`src/rtl/rv_alu_pkg.sv`:
```
// Shared definitions for the ALU control stage and the ALU execute unit:
// datapath width, operation codes and the execute-unit FSM states.
package rv_alu_pkg;

    localparam int XLEN_DEFAULT = 32;

    localparam logic [3:0] ALU_AND  = 4'b0000;
    localparam logic [3:0] ALU_OR   = 4'b0001;
    localparam logic [3:0] ALU_ADD  = 4'b0010;
    localparam logic [3:0] ALU_XOR  = 4'b0011;
    localparam logic [3:0] ALU_SUB  = 4'b0110;
    localparam logic [3:0] ALU_SLT  = 4'b0111;
    localparam logic [3:0] ALU_SLTU = 4'b1000;
    localparam logic [3:0] ALU_SLL  = 4'b1001;
    localparam logic [3:0] ALU_SRL  = 4'b1010;
    localparam logic [3:0] ALU_SRA  = 4'b1011;

    typedef enum logic [1:0] {
        ST_IDLE  = 2'd0,
        ST_SHIFT = 2'd1,
        ST_HOLD  = 2'd2
    } alu_state_t;

    function automatic logic is_shift(input logic [3:0] ctrl);
        return (ctrl == ALU_SLL) || (ctrl == ALU_SRL) || (ctrl == ALU_SRA);
    endfunction

endpackage

```
`src/rtl/alu_comb.sv`:
```
// Single-cycle ALU operations. Shift codes are sequenced bit-serially by
// alu_exec_unit, so they (and unknown codes) produce 0 here.
module alu_comb
    import rv_alu_pkg::*;
#(
    parameter int XLEN = XLEN_DEFAULT
) (
    input  logic [3:0]      ctrl,
    input  logic [XLEN-1:0] a,
    input  logic [XLEN-1:0] b,
    output logic [XLEN-1:0] y
);

    always_comb begin
        y = '0;
        case (ctrl)
            ALU_AND:  y = a & b;
            ALU_OR:   y = a | b;
            ALU_ADD:  y = a + b;
            ALU_XOR:  y = a ^ b;
            ALU_SUB:  y = a - b;
            ALU_SLT:  y = {{(XLEN-1){1'b0}}, ($signed(a) < $signed(b))};
            ALU_SLTU: y = {{(XLEN-1){1'b0}}, (a < b)};
            default:  y = '0;
        endcase
    end

endmodule

```
`src/rtl/alu_exec_unit.sv`:
```
// ALU execute unit: single-cycle ops go straight to a held result, shifts
// run one bit per cycle in a shift register before the result is held.
module alu_exec_unit
    import rv_alu_pkg::*;
#(
    parameter int XLEN = XLEN_DEFAULT
) (
    input  logic            clk,
    input  logic            rst,
    input  logic            in_valid,
    output logic            in_ready,
    input  logic [3:0]      alu_ctrl,
    input  logic [XLEN-1:0] src_a,
    input  logic [XLEN-1:0] src_b,
    output logic            out_valid,
    input  logic            out_ready,
    output logic [XLEN-1:0] result,
    output logic            zero,
    output logic            busy
);

    alu_state_t      state_reg, state_next;
    logic [XLEN-1:0] data_reg;
    logic [4:0]      cnt_reg;
    logic [3:0]      ctrl_reg;
    logic [XLEN-1:0] comb_y;
    logic [XLEN-1:0] shift_next;
    logic            accept;

    alu_comb #(.XLEN(XLEN)) u_alu_comb (
        .ctrl (alu_ctrl),
        .a    (src_a),
        .b    (src_b),
        .y    (comb_y)
    );

    assign accept = in_valid && (state_reg == ST_IDLE);

    always_ff @(posedge clk) begin
        if (rst) begin
            state_reg <= ST_IDLE;
        end else begin
            state_reg <= state_next;
        end
    end

    always_comb begin
        state_next = state_reg;
        case (state_reg)
            ST_IDLE: begin
                if (in_valid) begin
                    if (is_shift(alu_ctrl) && (src_b[4:0] != 5'd0)) begin
                        state_next = ST_SHIFT;
                    end else begin
                        state_next = ST_HOLD;
                    end
                end
            end
            ST_SHIFT: if (cnt_reg == 5'd1) state_next = ST_HOLD;
            ST_HOLD:  if (out_ready) state_next = ST_IDLE;
            default:  state_next = ST_IDLE;
        endcase
    end

    always_comb begin
        in_ready  = (state_reg == ST_IDLE);
        busy      = (state_reg == ST_SHIFT);
        out_valid = (state_reg == ST_HOLD);
    end

    // One-bit step of the in-flight shift; SRA replicates the sign bit.
    always_comb begin
        shift_next = data_reg;
        case (ctrl_reg)
            ALU_SLL: shift_next = {data_reg[XLEN-2:0], 1'b0};
            ALU_SRL: shift_next = {1'b0, data_reg[XLEN-1:1]};
            default: shift_next = {data_reg[XLEN-1], data_reg[XLEN-1:1]};
        endcase
    end

    always_ff @(posedge clk) begin
        if (rst) begin
            data_reg <= '0;
            cnt_reg  <= 5'd0;
            ctrl_reg <= 4'd0;
        end else if (accept) begin
            ctrl_reg <= alu_ctrl;
            if (is_shift(alu_ctrl)) begin
                data_reg <= src_a;
                cnt_reg  <= src_b[4:0];
            end else begin
                data_reg <= comb_y;
                cnt_reg  <= 5'd0;
            end
        end else if (state_reg == ST_SHIFT) begin
            data_reg <= shift_next;
            cnt_reg  <= cnt_reg - 5'd1;
        end
    end

    assign result = data_reg;
    assign zero   = (data_reg == '0);

endmodule

```
`config.mk`:
```
export PLATFORM = sky130hd
export DESIGN_NAME = alu_exec_unit
export DESIGN_NICKNAME = d
export VERILOG_FILES = /design/src/rtl/rv_alu_pkg.sv /design/src/rtl/alu_comb.sv /design/src/rtl/alu_exec_unit.sv
export SDC_FILE = /design/constraint.sdc
export NUM_CORES = 1
export LEC_CHECK = 0
export ABC_CLOCK_PERIOD_IN_PS = 2900
export CAP_MARGIN = 10
export CORE_MARGIN = 3
export CORE_UTILIZATION = 30
export CTS_BUF_LIST = sky130_fd_sc_hd__clkbuf_4
export CTS_CLUSTER_SIZE = 28
export DETAILED_ROUTE_END_ITERATION = 12
export PLACE_DENSITY = 0.55
export SLEW_MARGIN = 20
export SYNTH_ARGS = -nofsm -noshare
export SYNTH_HDL_FRONTEND = slang
export SYNTH_SLANG_ARGS = --single-unit
```
`constraint.sdc`:
```
create_clock -name clk -period 2.9 [get_ports clk]
set_clock_uncertainty 0.15 [all_clocks]
set_input_delay 0.435 -clock clk [delete_from_list [all_inputs] [get_ports clk]]
set_output_delay 0.435 -clock clk [all_outputs]
set_load 0.005 [all_outputs]
```
* Word-level counts from Yosys, hierarchy flattened
Cells that the tools add are included.
** Word-level totals
- Flip-flop bits (word level) :: 43
- Bits of input ports :: 72
- Output and inout port bits :: 36
- Logic and storage cells :: 55
** Cells by class
- $add $sub $neg :: 3
- $lt $le $gt $ge :: 2
- Equality and inequality tests :: 17
- Muxes and demuxes :: 13
- Bitwise gates (word level) :: 3
- Reductions and logical operators :: 12
** Operators with widths (count)
- $pmux 32 s7 :: 1
- $mux 32 :: 3
- $lt 32x32->1 :: 2
- $pmux 32 s2 :: 1
- $add 32x32->32 :: 1
- $and 32x32->32 :: 1
- $logic_not 32->1 :: 1
- $or 32x32->32 :: 1
- $sub 32x32->32 :: 1
- $xor 32x32->32 :: 1
- $eq 4x4->1 const B :: 6
- $mux 5 :: 3
- $eq 4x2->1 const B :: 2
- $eq 4x3->1 const B :: 2
- $mux 2 :: 4
- $pmux 2 s3 :: 1
- $eq 5x1->1 const B :: 1
- $reduce_bool 5->1 :: 1
- $sub 5x1->5 const B :: 1
- $eq 4x1->1 const B :: 1
- $logic_not 4->1 :: 1
- $ne 2x1->1 const B :: 2
- $reduce_and 3->1 :: 1
- $reduce_bool 3->1 :: 1
- 8 further kinds :: 10

* Logic depth before layout (Yosys ltp)
Gate-level depths: netlist (run 1).
- Word-level depth :: 7
- Mapped depth :: 13
- Depth with buffers taken out :: 13

* Cells and area by module
From an unflattened synthesis (run 1), not the netlist that was laid out.
** Second synthesis, totals
- Cell total of the unflattened synthesis :: 1068
- Area, all modules :: 7601.0 µm²
** Modules (own cells, without submodules)
- alu_comb :: instances 1, cells an instance 763, area an instance 4917.2 µm², seq. area each 0.0 µm²
- alu_exec_unit :: instances 1, cells an instance 305, area an instance 2683.8 µm², seq. area each 860.8 µm²

* Least setup slack after synthesis (run 1)
No wires, ideal clock.
- Path type :: input to register
- Start point :: in src_a[0]
- End point :: reg data_reg[18] (netlist: result[18])
- Library setup time :: 134 ps
- Data arrival time :: 2737 ps
- Required time :: 2616 ps
- Path slack :: -121 ps
- Stages on the path :: 12
- Path buffers :: 0
- Path through :: inv_1 > ha_1 > inv_1 > fa_1 > nor2b_1 > o21ai_1 > a31oi_4 > o311ai_1 > o211ai_1 > a221o_1 > a211oi_1 > o22ai_1
** Between the ends
- Word-level cells in the longest chain between the ends :: 4
- Elaborated cells on any way between the ends :: 5
- Classes of those cells :: add/sub: 2; mux: 3
** RTL lines
- start, declared :: RTL line alu_exec_unit.sv:13 : input logic [XLEN-1:0] src_a,
- $sub 32x32->32 / $add 32x32->32 (equally long branches) :: RTL line alu_comb.sv:21, alu_comb.sv:19
- $pmux 32 s7 * :: RTL line alu_comb.sv:16 : case (ctrl)
- $mux 32 * :: RTL line alu_exec_unit.sv:88 : if (is_shift(alu_ctrl)) begin
- $mux 32 * :: RTL line alu_exec_unit.sv:86 : end else if (accept) begin
- end signal, assigned :: RTL line alu_exec_unit.sv:89 : data_reg <= src_a;
- end signal, assigned :: RTL line alu_exec_unit.sv:92 : data_reg <= comb_y;
- end signal, assigned :: RTL line alu_exec_unit.sv:96 : data_reg <= shift_next;
- end, declared :: RTL line alu_exec_unit.sv:23 : logic [XLEN-1:0] data_reg;
Mark *: on every way between the ends. The rest lies on a longest branch, timed or not.
A chain may end at the register's enable or synchronous reset.

* Worst setup path after layout (run 1)
- Start point :: in src_a[10]
- End point :: reg data_reg[18] (netlist: result[18])
Same word-level chain as after synthesis.

==> results.md, run 1 <==
- Full die area: 27900 um2
- I/O pin count: around 110
- Setup TNS: 0 ns
- R2r worst-path depth: 9
- Number of global-route vias before repair: between 10000 and 15000
- # port buffers: around 110
- Path type of the worst min-delay path: in2reg
- Pwr dens: 260 nW/um2
- Pins Over Slew Limit: 0
- Num CTS Buffers: 5
- Worst Setup Path Type: in2reg
- Syn avg cell area: 7.00 um2
- CTS sink count: 43
- Initial Utilization: 0.308
- Clock slew at reported path FFs: 0.17 ns
- Die width: 167 um
- CTS root buf: clkbuf_4
- DR pass1 iterations: 5
- Worst vdd ir: about 0.00015 V
- Pleak: 5.57 nW
- Final hold vios: 0
- Antenna diodes: 0
- Area Growth Syn to Fin: 65.4%
- Max reg flops: 32
- Iteration-0 DRC Markers: 819
- Sequential share of the synthesized area: 0.110
- Average routed wire per standard cell: 19.8 um
- Synth Register Bits: 43
- Crit path max-delay family: compound AO/OA/AOI/OAI gates
- Clk_lat worst skew: 0.44 ns
- Total track usage: 0.254
- Fin crit share: 0.979
- # rows: 58
- Clock Path Buffers: 2
- Fill cells: 2509
- Fin cells: about 1900
- Critical-path cell list: dlygate4sd2_1 -> buf_4 -> ha_2 -> nor2b_2 -> buf_4 -> or4_4 -> o311ai_4 -> o211ai_1 -> a221o_1 -> a211oi_2 -> o22ai_1
- Critical path peak fanout: 4
- # setup viols final: 0
- Least-Margin Pin Slew: 0.569 ns
- R2r setup slk: about 0.43 ns
- Post-synth top flop: dfxtp_1
- Hold depth: 4
- Ys async rst share: 0
- CP Buf/Inv Count: 3
- Min-delay src: src_b[1]
- Most used cell, CP: buf_4
- Slew HR: 0.611
- Mapped Cells: between 1000 and 1500
- Routed Antenna Nets: 0
- CP required: between 3 and 4 ns
- Layout cell share with drive strength beyond 1: 0.385
- EDFF count, synth: 0
- Placeable Area: 25300 um2
- Final nets: 1714
- DRC viols: 0
- Max Cap Viol: 0
- Synthesis Warnings: 0
- H-tree depth: 2
- Final Routed Wirelength: 37100 um
- Largest net degree at the start of global routing: 45
- Hold_buf cts: 0
- Count of cell types in the netlist: 89
- R2r endpoint: result[29]$_SDFFE_PP0P_
- Status: finished, final reports clean
- HPWL after DPL: about 29000 um
- GRT overflow: 0
- WP depth: 11
- First-pass GRT wire length: between 50000 and 60000 um
- Inst Count DP: between 1500 and 2000
- Initial antenna violation count: 0
- Tmin final: ~2.8 ns
- Placer Congestion: 0.971
- RSZ-0062 raised after global routing: yes
- Net Count, Synth: 1288
- Vias: 10300
- CTS tree: done
- CP Data Arrival Time: 3.01 ns
- Critical-path top delay cell: or4_4
- CP endpoint kind: flop
- Max Freq: roughly 350 MHz
- Max incr delay on CP: ~0.44 ns
- Vias per Instance: between 5 and 6
- R2r startpoint: ctrl_reg[3]$_SDFFE_PP0P_
- Die Ht: 167 um
- Hold path endpoint: cnt_reg[1]$_SDFFE_PP0P_
- Mapped Area: around 7800 um2
- Critical Path Source Type: primary input
[synthesized netlist by cell type, types with 19 or more instances]
master | n | area share
o22ai_1 | 19 | 0.015
a211oi_1 | 40 | 0.039
nand2_1 | 74 | 0.036
dfxtp_1 | 43 | 0.11
clkbuf_1 | 47 | 0.023
inv_1 | 99 | 0.048
mux2i_1 | 32 | 0.041
nor2_1 | 130 | 0.063
nor3_1 | 23 | 0.015
o21ai_0 | 54 | 0.035
ha_1 | 101 | 0.16
a21oi_1 | 120 | 0.077
[stage by stage]
step | util | hold slack [ns] | setup slack [ns] | area, um2 | total power [mW]
floorplan | - | 0.294 | 0.00398 | 7800 | 1.62
global placement | 0.460 | 0.320 | -0.945 | 11700 | 2.64
detailed placement | 0.460 | 0.328 | -0.980 | 11700 | 2.64
CTS | 0.497 | 0.305 | 0.00000688 | 12600 | 3.23
global route | 0.509 | 0.225 | -0.00713 | 12900 | 3.55
finish | 0.509 | 0.243 | 0.0617 | 12900 | 3.35
[repair_timing]
action / 4_1_cts / 5_1_grt
setup buffers: 32 / 17
pin swaps: 57 / 68
setup endpoints to repair: 27 / 23
resized for setup: 197 / 109
cloned: 0 / 0
[cell usage in the layout (no fill, tap or decap), types with 12 or more instances in the layout]
cell type	count
o21ai_0	45
nor3_1	20
nor2_1	125
a221oi_1	15
clkdlybuf4s50_1	66
ha_1	72
inv_2	39
a211oi_1	33
nand3_1	14
buf_6	21
inv_1	59
o22ai_1	18
dfxtp_1	42
buf_4	360
a21oi_1	105
ha_4	23
a21o_1	12
nand2_1	71
o211ai_1	17
xnor2_1	12
o21bai_1	13
a21oi_2	13
clkbuf_2	15
mux2i_1	32
dlygate4sd2_1	15
[per-layer routing]
layer	vias to the layer above	part of all wire	GRT usage
li1	4921	-	-
met2	362	0.46	0.418
met4	0	0.030	0.0825
met3	76	0.054	0.0312
met5	-	0	0
met1	4971	0.46	0.346
[cells by family (layout without fill, tap and decap cells)]
kind of cell | after synthesis | after routing | synth area share
AOI/OAI and AO/OA | 409 | 409 | 0.361
xor gates and xnor gates | 15 | 15 | 0.0169
adders and majority gates | 103 | 103 | 0.167
buffers and inverters | 177 | 604 | 0.0923
DFF | 43 | 43 | 0.110
muxes | 33 | 33 | 0.0426
and+or+nand+nor | 333 | 333 | 0.209
[worst max path at each step]
| stage | from | end | slack (ns) |
|---|---|---|---|
| 6_report | src_a[10] | result[18]$_SDFFE_PP0P_ | 0.06 |
| 4_1_cts | src_a[1] | result[29]$_SDFFE_PP0P_ | 0.000007 |
| 2_1_floorplan | src_a[9] | result[28]$_SDFFE_PP0P_ | 0.004 |
| 3_3_place_gp | src_b[0] | result[18]$_SDFFE_PP0P_ | -0.95 |
| 5_1_grt | src_b[7] | result[12]$_SDFFE_PP0P_ | -0.007 |
| 3_5_place_dp | src_b[0] | result[18]$_SDFFE_PP0P_ | -0.98 |
[worst min-delay path: stages]
cell      delay, ns
clkbuf_2       0.10
buf_4          0.12
a21oi_1        0.06
nor2_1         0.08
[where the power goes]
| part | switching [mW] | internal (mW) |
|---|---|---|
| clock network | 0.288 | 0.0972 |
| logic | 1.15 | 1.13 |
| registers | 0.0567 | 0.631 |
| total | 1.49 | 1.86 |
[layout make-up]
| class | instances | area, um2 | share of cell area |
|---|---|---|---|
| tap | 330 | 413 | 0.0320 |
| inverter | 102 | 390 | 0.0303 |
| timing repair buffer | 494 | 4050 | 0.314 |
| clock inverter | 3 | 23.8 | 0.00184 |
| multi-input combinational | 893 | 7120 | 0.552 |
| sequential | 43 | 862 | 0.0669 |
| clock buffer | 5 | 37.5 | 0.00291 |
Note: power is estimated with default switching activity, not from simulation.
==> inputs of run 2 (changes only) <==
SETUP_SLACK_MARGIN = 0.1   (was default)
==> run 2 against run 1 <==
  * Sequential share of layout area down 0.27 points
  * Critical endpoint unchanged
  * Register-to-register slack worse by 0.02 ns
  * First-iteration DRC count down 1.1%
  * Count of clock-buffer cells in the layout unchanged
  * Critical path depth up 3
==> results.md, run 2 (synthesis gave the netlist of run 1 again) <==
- Min-delay src: src_b[1]
- Die width: 167 um (unchanged)
- Critical path peak fanout: 4 (unchanged)
- Die Ht: 167 um (unchanged)
- R2r startpoint: ctrl_reg[3]$_SDFFE_PP0P_
- Pins Over Slew Limit: 0 (unchanged)
- Placed cell area: 11900 um2 (+1.9%)
- Iteration-0 DRC Markers: 810 (-1.1%)
- Number of global-route vias before repair: 10300 (-0.73%)
- CP Data Arrival Time: 2.99 ns (-0.02 ns)
- Hold depth: 4 (unchanged)
- I/O pin count: 108 (unchanged)
- H-tree depth: 2 (unchanged)
- Sequential cell area: 866 um2 (+0.44%)
- Pwr dens: 264 nW/um2 (+1.7%)
- Hold path endpoint: cnt_reg[1]$_SDFFE_PP0P_
- Hold_buf cts: 0 (unchanged)
- DRC viols: 0 (unchanged)
- CTS root buf: clkbuf_4
- Clk_lat worst skew: 0.42 ns (-0.02 ns)
- GR Util met1: 0.345 (-0.000859)
- Clock Path Buffers: 2 (unchanged)
- Num CTS Buffers: 5 (unchanged)
- Path type of the worst min-delay path: in2reg
- R2r worst-path depth: 9 (unchanged)
- CTS tree: done
- Placeable Area: 25300 um2 (unchanged)
- Clock slew at reported path FFs: 0.18 ns (about the same)
- R2r setup slk: 0.41 ns (-0.02 ns)
- CP endpoint kind: flop
- GRT overflow: 0 (unchanged)
- RSZ-0062 raised after global routing: yes
- Status: finished, final reports clean
- Initial Utilization: 0.308 (unchanged)
- Slew HR: 0.608 (-0.00251)
- CTS sink count: 43 (unchanged)
- Average routed wire per standard cell: 19.7 um (-0.59%)
- # rows: 58 (unchanged)
- Vias per Instance: 5.51 (-0.30%)
- Cell area after layout: 13500 um2 (+4.7%)
- Largest net degree at the start of global routing: 45 (unchanged)
- Tmin final: 2.80 ns (-0.0376 ns)
- Worst vdd ir: 0.000182 V (+21%)
- Multi-input gate area: 7320 um2 (+2.9%)
- Total track usage: 0.253 (-0.000605)
- Max Cap Viol: 0 (unchanged)
- Top Usage Layer GRT: met2
- Max Freq: 357 MHz (+1.3%)
- Vias: 10500 (+1.5%)
- HPWL after DPL: 28800 um (+0.39%)
- Setup TNS: 0 ns (unchanged)
- # port buffers: 107 (unchanged)
- Fill cells: 2465 (-1.8%)
- Final nets: 1747 (+1.9%)
- Most frequent cells in the layout: buf_4 (379), nor2_1 (124), a21oi_1 (111)
- Full die area: 27900 um2 (unchanged)
- Max reg flops: 32 (unchanged)
- Least-Margin Pin Slew: 0.582 ns (+0.0123 ns)
- Met3 Usage GRT: 0.0338 (+0.00260)
- Final Routed Wirelength: 37500 um (+1.2%)
- CP required: 3.08 ns (about the same)
- Layout cell share with drive strength beyond 1: 0.426 (+0.0409)
- Critical Path Source Type: primary input
- Final hold vios: 0 (unchanged)
- R2r endpoint: result[13]$_SDFFE_PP0P_
- Fin crit share: 0.966 (-0.0130)
- Area Growth Syn to Fin: 73.2%
- Commonest non-fill, non-tap cell in the layout: buf_4
- # setup viols final: 0 (unchanged)
- Met2 GRT Util: 0.415 (-0.00265)
- Initial antenna violation count: 1 (+1)
- DR pass1 iterations: 7 (+2)
- Routed Antenna Nets: 0 (unchanged)
- Worst Setup Path Type: in2reg
- First-pass GRT wire length: 57200 um (-0.35%)
- Placer Congestion: 0.984 (+1.3%)
- Pleak: 5.81 nW (+4.4%)
## run 2: cell count changes in the layout (fill, tap and decap cells not counted), sizes merged, moves of 2 or more
cell           previous run  this run
clkbuf                   20        22
clkdlybuf4s50            66        61
dlygate4sd2              15         2
dlymetal6s2s              4         2
clkinvlp                  2         0
buf                     392       437
clkinv                    1         3
clkdlybuf4s15             2         8
## run 2: critical path, cell delays in order
cell	delay [ns]
buf_8	0.11
inv_4	0.06
ha_4	0.15
inv_4	0.03
fa_2	0.36
nor2b_4	0.15
o21ai_4	0.17
a31oi_4	0.16
buf_6	0.15
o311ai_4	0.35
o211ai_1	0.21
a221o_1	0.34
a211oi_2	0.18
o22ai_1	0.10
## run 2: layout make-up
cell class / count / share of cell area
Multi-Input combinational cell: 893 / 0.542
Timing Repair Buffer: 527 / 0.326
Sequential cell: 43 / 0.0641
Inverter: 102 / 0.0310
Tap cell: 330 / 0.0306
Clock inverter: 3 / 0.00324
Clock buffer: 5 / 0.00278
Antenna cell: 1 / 0.000185
## run 2: layer usage
layer / part of all wire / wire length (um) / vias to the layer above
li1: - / - / 4988
met2: 0.46 / 17200 / 357
met3: 0.057 / 2150 / 83
met1: 0.45 / 16900 / 5058
met4: 0.036 / 1340 / 0
met5: 0 / 0 / -
## run 2: repair_timing
action,in CTS,in global routing
setup buffers,41,25
resized for setup,248,172
endpoints found under the setup margin,28,24
pin swaps,75,85
## run 2: how the worst max path moves through the flow
stage / depth (start not counted) / slack (ns) / endpoint / from
6_report: 14 / 0.1 / result[18]$_SDFFE_PP0P_ / src_a[0]
3_5_place_dp: 14 / -0.92 / result[26]$_SDFFE_PP0P_ / src_a[1]
3_3_place_gp: 15 / -0.94 / result[16]$_SDFFE_PP0P_ / src_a[1]
4_1_cts: 14 / -0.004 / result[30]$_SDFFE_PP0P_ / src_b[9]
2_1_floorplan: 12 / 0.01 / result[28]$_SDFFE_PP0P_ / src_b[9]
5_1_grt: 14 / 0.03 / result[25]$_SDFFE_PP0P_ / src_b[11]
## run 2: where the power goes
group / switching (mW) / internal, mW / leakage (nW)
combinational: 1.19 / 1.23 / 5.41
sequential: 0.0592 / 0.630 / 0.352
clock: 0.278 / 0.182 / 0.0452
total: 1.53 / 2.04 / 5.81
## run 2: metrics by stage
stage,hold WS (ns),power [mW],utilization,instances,setup WS (ns)
after floorplan,0.294,1.65,-,1113,0.0102
after global placement,0.322,2.69,0.469,1830,-0.936
after detailed placement,0.325,2.69,0.469,1830,-0.920
after CTS,0.215,3.35,0.509,1879,-0.00360
after global routing,0.207,3.78,0.533,1904,0.0270
final,0.208,3.57,0.533,1904,0.0993
==> inputs of run 3 (changes only) <==
CORE_MARGIN = default   (was 3)
==> run 3 against run 2 <==
  * Core utilization down 1.4 points
  * Maximum frequency down 0.61%
  * Design area down 2.6%
  * Critical path depth unchanged
  * Sequential share of layout area up 0.14 points
  * Sequential power about the same
  * Hold slack better by 0.013 ns
  * Worst setup slack worse by 0.017 ns
  * Final cell count down 1.7%
  * Combinational power down 3%
  * Die area down 4.7%
  * Critical path type unchanged
  * Largest power group unchanged
==> results.md, run 3 (synthesis gave the netlist of run 1 again) <==
- Placed cell area: 11700 um2 (-1.2%)
- Final Routed Wirelength: 37100 um (-1.2%)
- First-pass GRT wire length: 57200 um (-0.12%)
- Tmin final: 2.82 ns (+0.0173 ns)
- CTS root buf: clkbuf_4
- Final worst slack: 0.0820 ns (-0.0173 ns)
- Pins Over Slew Limit: 0 (unchanged)
- H-tree depth: 2 (unchanged)
- Hold_buf cts: 0 (unchanged)
- Sequential power share: 0.204 (+0.011)
- Die Ht: 163 um (-2.4%)
- Layout cell share with drive strength beyond 1: 0.425 (-0.000889)
- Cell area after layout: 13100 um2 (-2.6%)
- Final Util: 0.519 (-0.0140)
- Pleak: 5.60 nW (-3.6%)
- Fin crit share: 0.972 (+0.00596)
- R2r worst-path depth: 8 (-1)
- # rows: 58 (unchanged)
- Pint: 1.90 mW (-6.9%)
- Placeable Area: 25300 um2 (unchanged)
- Worst Setup Path Type: in2reg
- Clock Path Buffers: 2 (unchanged)
- # setup viols final: 0 (unchanged)
- Max reg flops: 32 (unchanged)
- Setup TNS: 0 ns (unchanged)
- Worst vdd ir: 0.000151 V (-17%)
- Vias: 10400 (-0.98%)
- Total track usage: 0.275 (+0.0225)
- Max Cap Viol: 0 (unchanged)
- Path type of the worst min-delay path: in2reg
- DRC viols: 0 (unchanged)
- Critical Path Source Type: primary input
- Die width: 163 um (-2.4%)
- DR pass1 iterations: 5 (-2)
- Largest net degree at the start of global routing: 59 (+31%)
- CP Data Arrival Time: 2.97 ns (-0.02 ns)
- CP required: 3.05 ns (-0.03 ns)
- I/O pin count: 108 (unchanged)
- Hold depth: 3 (-1)
- Logic pwr share: 0.691 (+0.013)
- Initial Utilization: 0.308 (unchanged)
- Max Freq: 355 MHz (-0.61%)
- Least-Margin Pin Slew: 0.577 ns (-0.00464 ns)
- CTS sink count: 43 (unchanged)
- NetSw: 1.50 mW (-2.0%)
- Initial antenna violation count: 0 (-1)
- Clk pwr share: 0.105 (-0.024)
- Clock slew at reported path FFs: 0.16 ns (-0.02 ns)
- Area Growth Syn to Fin: 68.7%
- Status: finished, final reports clean
- RSZ-0062 raised after global routing: yes
- Full die area: 26600 um2 (-4.7%)
- Commonest non-fill, non-tap cell in the layout: buf_4
- Pwr dens: 258 nW/um2 (-2.2%)
- Final nets: 1715 (-1.8%)
- Iteration-0 DRC Markers: 913 (+13%)
- Switching Share: 0.441 (+0.0126)
- GRT overflow: 0 (unchanged)
- # port buffers: 107 (unchanged)
- Final hold vios: 0 (unchanged)
- Most frequent cells in the layout: buf_4 (357), nor2_1 (124), a21oi_1 (102)
- Post-Place Worst Slack: -0.893 ns (+0.0270 ns)
- Slew HR: 0.615 (+0.00661)
- HPWL after DPL: 28500 um (-1.0%)
- Clk_lat worst skew: 0.40 ns (-0.02 ns)
- Hold WS: 0.221 ns (+0.0134 ns)
- Average routed wire per standard cell: 19.8 um (+0.48%)
- Vias per Instance: 5.55 (+0.71%)
- Number of global-route vias before repair: 10200 (-0.88%)
- CP endpoint kind: flop
- R2r setup slk: 0.29 ns (-0.12 ns)
- Critical path peak fanout: 4 (unchanged)
- Routed Antenna Nets: 0 (unchanged)
- Placer Congestion: 0.963 (-2.1%)
- Num CTS Buffers: 5 (unchanged)
- CTS tree: done
[run 3: changes by cell type in the layout (fill, tap and decap cells not counted), moves of 5 or more]
cell and change:
a21oi_1 -9, a21oi_2 +9, buf_4 -22, buf_6 -10, ha_2 +5, inv_1 -5
inv_2 +10, inv_4 -8
[run 3: final timing paths]
kind,from,to
worst max-delay path,src_a[0],result[18]$_SDFFE_PP0P_
worst min-delay path,src_a[0],result[0]$_SDFFE_PP0P_
worst max register to register,ctrl_reg[3]$_SDFFE_PP0P_,result[30]$_SDFFE_PP0P_
worst min register to register,ctrl_reg[3]$_SDFFE_PP0P_,ctrl_reg[3]$_SDFFE_PP0P_
[run 3: repair_timing]
item,4_1_cts,5_1_grt
buffers inserted,37,13
resized for setup,241,165
pin swaps,62,98
endpoints found under the setup margin,28,28
[run 3: power groups by stage]
| stage | Combinational, mW | Clock (mW) | Sequential, mW |
|---|---|---|---|
| 3_3_place_gp | 1.97 | 0 | 0.697 |
| 4_1_cts | 2.17 | 0.364 | 0.689 |
| 5_1_grt | 2.52 | 0.379 | 0.695 |
| 6_report | 2.35 | 0.358 | 0.692 |
| 3_5_place_dp | 1.98 | 0 | 0.698 |
| 2_1_floorplan | 0.969 | 0 | 0.682 |
[run 3: per-layer routing]
metal	vias up	share of wire	track usage
li1	4939	-	-
met5	-	0	0
met1	4964	0.44	0.370
met4	0	0.025	0.0726
met2	415	0.47	0.464
met3	65	0.068	0.0284
[run 3: cell type report]
class / instances / area (um2)
antenna: 1 / 2.50
clock buffer: 6 / 45.0
clock inverter: 2 / 12.5
fill: 2473 / 12200
inverter: 102 / 413
multi-input combinational: 893 / 7340
sequential: 43 / 862
tap: 330 / 413
timing repair buffer: 495 / 4060
[run 3: worst max-delay path, cell delays in order]
cell and delay, ns:
buf_8 0.11, inv_6 0.05, ha_4 0.13, inv_2 0.04, fa_2 0.35, nor2b_4 0.15
o21ai_4 0.17, a31oi_4 0.15, buf_6 0.15, o311ai_4 0.33, o211ai_1 0.20, a221o_1 0.37
a211oi_2 0.23, o22ai_1 0.09
[run 3: metrics by stage]
step	power (mW)	instances
after global placement	2.67	1816
after detailed placement	2.68	1816
final	3.40	1872
after floorplan	1.65	1113
after CTS	3.22	1861
after global routing	3.59	1871
